==> config.mk <==
export PLATFORM = sky130hd
export DESIGN_NAME = piso_serializer_flat
export DESIGN_NICKNAME = d
export VERILOG_FILES = /design/src/rtl/piso_pkg.sv /design/src/rtl/piso_serializer_if.sv /design/src/rtl/piso_bit_counter.sv /design/src/rtl/piso_serializer.sv /design/src/flat_wrapper.sv
export SDC_FILE = /design/constraint.sdc
export NUM_CORES = 1
export LEC_CHECK = 0
export BUFFER_PORTS_ARGS = -buffer_cell sky130_fd_sc_hd__buf_2
export CAP_MARGIN = 15
export CORE_AREA = 5 5 42 44
export DETAILED_ROUTE_END_ITERATION = 12
export DIE_AREA = 0 0 47 49
export PLACE_DENSITY_LB_ADDON = 0.1
export SLEW_MARGIN = 20
export SYNTH_ARGS = -nofsm -noshare
export SYNTH_HDL_FRONTEND = slang
export SYNTH_SLANG_ARGS = --single-unit
==> constraint.sdc <==
create_clock -name clk -period 1.1 [get_ports clk]
set_input_delay 0.22 -clock clk [delete_from_list [all_inputs] [get_ports clk]]
set_output_delay 0.22 -clock clk [all_outputs]
set_load 0.01 [all_outputs]
==> src/rtl/piso_pkg.sv <==
// Shared definitions for the parallel-in serial-out serializer.
// Optional parity bit at end of frame is enabled with macro PISO_PARITY_EN.
package piso_pkg;

   typedef enum logic [1:0] {
      IDLE   = 2'd0,
      SHIFT  = 2'd1,
      PARITY = 2'd2
   } state_e;

   // A 2-bit word still needs a 1-bit counter, where $clog2(2) alone would be fine
   // but $clog2(1) would not; keep the width at least one bit.
   function automatic int cnt_width(input int n);
      return (n <= 2) ? 1 : $clog2(n);
   endfunction

endpackage

==> src/rtl/piso_serializer_if.sv <==
// Load handshake and serial output bundle of the serializer.
// master = word producer / link observer, slave = serializer.
interface piso_serializer_if #(
   parameter int N = 4
);
   import piso_pkg::*;

   logic         load_valid;
   logic [N-1:0] D;
   logic         load_ready;
   logic         SO;
   logic         so_valid;
   logic         done;

   modport master (
      output load_valid, D,
      input  load_ready, SO, so_valid, done
   );

   modport slave (
      input  load_valid, D,
      output load_ready, SO, so_valid, done
   );

endinterface

==> src/rtl/piso_bit_counter.sv <==
// Modulo-N bit position counter with synchronous clear, enable and
// terminal-count flag (count == N-1).
module piso_bit_counter
   import piso_pkg::*;
#(
   parameter int N = 4
) (
   input  logic clk,
   input  logic rst_n,
   input  logic clr_i,
   input  logic en_i,
   output logic tc_o
);

   localparam int               CNT_W = cnt_width(N);
   localparam logic [CNT_W-1:0] LAST  = CNT_W'(N - 1);

   logic [CNT_W-1:0] count_q;
   logic [CNT_W-1:0] count_d;

   always_comb begin
      count_d = count_q;
      if (clr_i) begin
         count_d = '0;
      end else if (en_i) begin
         count_d = (count_q == LAST) ? '0 : count_q + CNT_W'(1);
      end
   end

   always_ff @(posedge clk or negedge rst_n) begin
      if (!rst_n) begin
         count_q <= '0;
      end else begin
         count_q <= count_d;
      end
   end

   assign tc_o = (count_q == LAST);

endmodule

==> src/rtl/piso_serializer.sv <==
// Parallel-in serial-out serializer, LSB first, with back-to-back frame reload.
// Define PISO_PARITY_EN to append an even parity bit to every frame.
module piso_serializer
   import piso_pkg::*;
#(
   parameter int N = 4
) (
   input logic              clk,
   input logic              rst_n,
   piso_serializer_if.slave bus
);

   state_e       state_q;
   state_e       state_d;
   logic [N-1:0] sreg_q;
   logic [N-1:0] sreg_d;
`ifdef PISO_PARITY_EN
   logic         parity_q;
   logic         parity_d;
`endif

   logic load;
   logic cnt_clr;
   logic cnt_en;
   logic cnt_tc;
   logic ready;
   logic so;
   logic so_valid;
   logic done;

   piso_bit_counter #(.N(N)) u_bit_counter (
      .clk   (clk),
      .rst_n (rst_n),
      .clr_i (cnt_clr),
      .en_i  (cnt_en),
      .tc_o  (cnt_tc)
   );

   always_comb begin
      state_d  = state_q;
      sreg_d   = sreg_q;
      load     = 1'b0;
      cnt_clr  = 1'b0;
      cnt_en   = 1'b0;
      ready    = 1'b0;
      so       = 1'b0;
      so_valid = 1'b0;
      done     = 1'b0;

      case (state_q)
         IDLE: begin
            ready   = 1'b1;
            cnt_clr = 1'b1;
            load    = bus.load_valid;
         end
         SHIFT: begin
            so_valid = 1'b1;
            so       = sreg_q[0];
            cnt_en   = 1'b1;
            sreg_d   = {1'b0, sreg_q[N-1:1]};
            if (cnt_tc) begin
               cnt_clr = 1'b1;
`ifdef PISO_PARITY_EN
               state_d = PARITY;
`else
               done    = 1'b1;
               ready   = 1'b1;
               load    = bus.load_valid;
               state_d = IDLE;
`endif
            end
         end
`ifdef PISO_PARITY_EN
         PARITY: begin
            so_valid = 1'b1;
            so       = parity_q;
            done     = 1'b1;
            ready    = 1'b1;
            cnt_clr  = 1'b1;
            load     = bus.load_valid;
            state_d  = IDLE;
         end
`endif
         default: begin
            state_d = IDLE;
         end
      endcase

      // A handshake overrides the end-of-frame return to IDLE.
      if (load) begin
         sreg_d  = bus.D;
         state_d = SHIFT;
         cnt_clr = 1'b1;
      end
   end

`ifdef PISO_PARITY_EN
   assign parity_d = load ? ^bus.D : parity_q;
`endif

   always_ff @(posedge clk or negedge rst_n) begin
      if (!rst_n) begin
         state_q  <= IDLE;
         sreg_q   <= '0;
`ifdef PISO_PARITY_EN
         parity_q <= 1'b0;
`endif
      end else begin
         state_q  <= state_d;
         sreg_q   <= sreg_d;
`ifdef PISO_PARITY_EN
         parity_q <= parity_d;
`endif
      end
   end

   assign bus.load_ready = ready;
   assign bus.SO         = so;
   assign bus.so_valid   = so_valid;
   assign bus.done       = done;

endmodule

==> src/flat_wrapper.sv <==
// flat-port wrapper written by rule: the top's interface ports become plain ports
module piso_serializer_flat import piso_pkg::*;
#(
   parameter int N = 4
)
  (clk, rst_n, bus_load_valid, bus_D, bus_load_ready, bus_SO, bus_so_valid, bus_done);
  piso_serializer_if #(.N(N)) bus_i ();
  input logic clk;
  input logic rst_n;
  input wire logic [$bits(bus_i.load_valid)-1:0] bus_load_valid;
  input wire logic [$bits(bus_i.D)-1:0] bus_D;
  output wire logic [$bits(bus_i.load_ready)-1:0] bus_load_ready;
  output wire logic [$bits(bus_i.SO)-1:0] bus_SO;
  output wire logic [$bits(bus_i.so_valid)-1:0] bus_so_valid;
  output wire logic [$bits(bus_i.done)-1:0] bus_done;
  assign bus_i.load_valid = bus_load_valid;
  assign bus_i.D = bus_D;
  assign bus_load_ready = bus_i.load_ready;
  assign bus_SO = bus_i.SO;
  assign bus_so_valid = bus_i.so_valid;
  assign bus_done = bus_i.done;
  piso_serializer #(.N(N)) u_core (.clk(clk), .rst_n(rst_n), .bus(bus_i));
endmodule
After elaboration in Yosys (flattened, before gate mapping)
Index checks and enable logic that the tools add are counted.
- register bits: 8
- input port bits: 7
- output and inout port bits: 4
- logic and storage cells: 28
- add/subtract/negate cells: 1
- equality and inequality tests: 4
- mux-type cells: 16
- reductions and logical operators: 4
- operators with widths (kind ; number):
    2-bit two-way mux ; 5
    4-bit two-way mux ; 2
    1-bit two-way mux ; 6
    1-bit case mux with 2 select lines ; 2
    2-bit case mux with 2 select lines ; 1
    2-bit nonzero test ; 2
    3-bit by 1-bit != test with 1-bit output, second input constant ; 1
    2-bit by 1-bit adder with 2-bit output, second input constant ; 1
    2-bit by 1-bit equality test with 1-bit output, second input constant ; 1
    2-bit equality test, second input constant ; 1
    2-bit logical NOT ; 1
    2-bit by 1-bit != test with 1-bit output, second input constant ; 1
    2-bit AND reduction ; 1

Longest topological paths before layout
- depth after elaboration: 5
- depth in mapped cells: 4
- depth with buffers taken out: 4

Hierarchy
A second synthesis with hierarchy kept.
- cell total of the unflattened synthesis: 33
- area total of the unflattened synthesis: 365.4 um^2
- modules (own cells, without submodules) (module ; times used ; cells each ; area an instance (um^2) ; sequential area each (um^2)):
    piso_serializer ; 1 ; 25 ; 265.3 ; 125.1
    piso_bit_counter ; 1 ; 8 ; 100.1 ; 50.0

Worst setup path before layout
No wires, ideal clock.
- path type: reg2reg
- start point: register u_core.u_bit_counter.count_q[0]
- end point: register u_core.sreg_q[0]
- arrival: 951 ps
- data required time: 975 ps
- setup slack: 24 ps
- cell stages (with the launch flop): 5
- path buffers: 0
- period minus slack after synthesis: 1076 ps
- cell sequence: dfrtp_1 ha_1 and3_1 a31oi_1 o21ai_1
- longest elaborated chain between the ends: 4
- RTL lines (what ; line ; source):
    start, declared ; piso_bit_counter.sv:18 ; logic [CNT_W-1:0] count_q;
    start signal, assigned ; piso_bit_counter.sv:34 ; count_q <= count_d;
    2-bit equality test (*) ; piso_bit_counter.sv:38 ; assign tc_o = (count_q == LAST);
    1-bit two-way mux (*) ; piso_serializer.sv:61 ; if (cnt_tc) begin
    1-bit case mux with 2 select lines (*) ; piso_serializer.sv:50 ; case (state_q)
    4-bit two-way mux or 2-bit nonzero test (tied branches) ; -- ;
    end signal, assigned ; piso_serializer.sv:110 ; sreg_q <= sreg_d;
    end, declared ; piso_serializer.sv:15 ; logic [N-1:0] sreg_q;
Every way passes the cells marked *; elsewhere a longest branch is shown, timed or not.
A chain may end at the register's enable or synchronous reset.

Worst setup path in the final report
- start point: register u_core.u_bit_counter.count_q[0]
- end point: output bus_load_ready
- longest elaborated chain between the ends: 3
- RTL lines (what ; line ; source):
    2-bit equality test ; piso_bit_counter.sv:38 ;
    1-bit two-way mux ; piso_serializer.sv:61 ;
    1-bit case mux with 2 select lines ; piso_serializer.sv:50 ;
    end, declared ; flat_wrapper.sv:12 ; output wire logic [$bits(bus_i.load_ready)-1:0] bus_load_ready;
No other way between the ends.

==> impl_metrics.toml <==
[worst_setup_path]
worst_setup_path_end_kind = "output pin"
reg2reg_from = "u_core.u_bit_counter.count_q[0]"
crit_chain = "ha_2 -> nand2b_4 -> buf_6"
cp_data_arrival_time_ns = 1.14
ff2ff_setup_slack_ns = -0.11
r2r_end = "u_core.sreg_q[0]"
rr_worst_depth = 5
worst-setup-path-type = "register to output pin"
crit_required_ns = 0.88
startpoint_type = "register"
critPathSlowestCell = "dfrtp_1"
crit_fanout = 3
max_stage_delay_ns = 0.42

[die]
core-area_um2 = 1400
die_h_um = 49
die_x_um = 47
fp-row-count = 14
start_util_pct = 26.5
io_pins = 11
dieArea_um2 = 2300

[clock_network]
clk_pin_slew_ns = 0.05
cts.sinks = 7
cts_max_level = 1
cts_root_buf = "clkbuf_4"
cts_buffer_depth = 2
clk_latency_ns = 0.26
cts_tree = "yes"
numCtsBuffers = 3

[sta]
whs_ns = 0.246
rsz0062_at_grt = "yes"
fmaxAchievable_mhz = 738
hold_viol_final = 0
tightest_slew_ns = 0.231
timing.final.crit_share_pct = 123
slew_violations = 0
fin_ws_ns = -0.256
fin_worst_skew_ns = 0.00214
slew_headroom_pct = 84.6
min_period_ns = 1.36
setup_viol = 7

[route]
drc = 0
firstDrtPassIters = 1
vias_per_cell = 4.69
drt_iter0_drc = 0
routed-via-count = 333
ant_nets = 0
finalWirelength_um = 894
wl_per_cell_um = 12.6

[global_route]
grt_pass1_vias = 353
grt-ovfl-total = 0
grt_pass1_wl_um = 1450
grt_usage_pct = 9.21
grt_max_degree = 11
antenna_found_initial = 0

[status]
violations = "negative setup slack"
status = "complete, but fails checks"

[placement]
dp_worst_setup_slack_ns = -0.110
placed_cell_area_um2 = 433
dp_hpwl_um = 619
port_buffers = 10
gp_congestion = 0.698

[yosys]
syn_area_um2 = 372
synth.area.top_cells = "dfrtp_1 47%, mux2i_1 11%, ha_1 6.7%"
syn_avg_cell_area_um2 = 10.6
synth_top_area_cell = "dfrtp_1"
ys_ff_latch = 7
yosysWarnings = 0
synth.yosys.seq_area_share_pct = 47.1
synth_top_area_share_pct = 47.1
postSynthCellCount = 35
syn_nets = 44
synth.distinct_cells = 16

[layout]
final_cell_mix = "9 x buf_2, 6 x buf_4, 6 x dfrtp_1"
syn_to_final_growth_pct = 53.5
n_antenna_cell = 0
fin_area_um2 = 571
drive_gt1_share_pct = 50.9
final_common_cell = "buf_2"
layout.nets = 65
nFillCells = 144

[min_path]
hold_class = "input pin to register"
holdPathStages = 3
whs_endpoint = "u_core.sreg_q[3]"
worstHoldStart = "bus_D[3]"

[power_and_ir_drop]
ir_drop_uv = 791
p_total_uw = 1380
powerDensity_nw_per_um2 = 2420
p_leak_uw = 0.000287

[flow_run]
maxCapViolCount = 0
worst max-delay path: cells and delay by family (launching register included):
family	cells	cell delay, ns
flops	1	0.42
fa+ha+maj	1	0.20
simple gates	1	0.14
buf+inv	1	0.11
area by class of cell:
cell class	count	area (µm²)	area share, %
Clock buffer	4	26.3	4.61
Inverter	1	3.75	0.658
Multi-Input combinational cell	25	221	38.8
Tap cell	16	20.0	3.51
Sequential cell	7	176	30.9
Timing Repair Buffer	18	123	21.5
synthesized netlist by cell type, drive strengths merged:
cell / n
nand2: 2
o21ai: 5
buf: 2
and3: 3
nand3: 1
mux2i: 4
ha: 2
dfrtp: 7
and2: 2
and4b: 1
nor3b: 1
nand2b: 1
inv: 1
a31oi: 3
sequential cells by signal, indices dropped and copies added, names as in the netlist:
signal,count
u_core.sreg_q,4
u_core.state_q,1
u_core.u_bit_counter.count_q,2
power breakdown:
group	leakage [µW]	internal [µW]	switching, µW	total, µW
registers	0.0000873	370	107	478
logic	0.000184	393	267	660
clock network	0.0000150	139	102	241
total	0.000287	902	476	1380
metal layers:
layer,global-route usage [%],part of all wire [%],up-vias
li1,-,-,166
met1,10.5,41,152
met2,12.0,46,10
met3,3.32,8.7,5
met4,9.68,4.8,0
met5,0,0,-
worst max path at each step:
| stage | to | cells past startpoint | slack (ns) | from |
|---|---|---|---|---|
| after floorplan | u_core.sreg_q[0] | 4 | 0.02 | u_core.u_bit_counter.count_q[0] |
| after global placement | u_core.sreg_q[0] | 4 | -0.07 | u_core.u_bit_counter.count_q[0] |
| after detailed placement | u_core.sreg_q[0] | 4 | -0.11 | u_core.u_bit_counter.count_q[0] |
| after CTS | bus_load_ready | 3 | -0.26 | u_core.u_bit_counter.count_q[1] |
| after global routing | bus_load_ready | 3 | -0.29 | u_core.u_bit_counter.count_q[0] |
| final | bus_load_ready | 3 | -0.26 | u_core.u_bit_counter.count_q[0] |
kinds of logic after synthesis:
family	after synthesis	share of synthesized area, %
buffers and inverters	3	5.38
adder cells (fa/ha/maj)	2	6.73
multiplexers	4	10.8
flip-flops	7	47.1
AO/OA/AOI/OAI	8	11.8
AND/OR/NAND/NOR	11	18.2
repair_timing:
action                                  4_1_cts  5_1_grt
endpoints found under the setup margin        9        9
endpoints found under the hold margin         7        0
hold buffers                                  1        0
setup buffers                                 5        1
resized for setup                            10        3
gates cloned                                  0        0
pin swaps                                     3        1
per-stage QoR:
| stage | instances | utilization [%] | TNS, ns |
|---|---|---|---|
| 3_5_place_dp | 60 | 30.9 | -0.456 |
| 5_1_grt | 71 | 40.7 | -1.20 |
| 4_1_cts | 70 | 39.5 | -0.914 |
| 2_1_floorplan | 35 | - | 0 |
| 3_3_place_gp | 60 | 30.9 | -0.274 |
| 6_report | 71 | 40.7 | -0.893 |
Power figures use the tool's default switching activity.
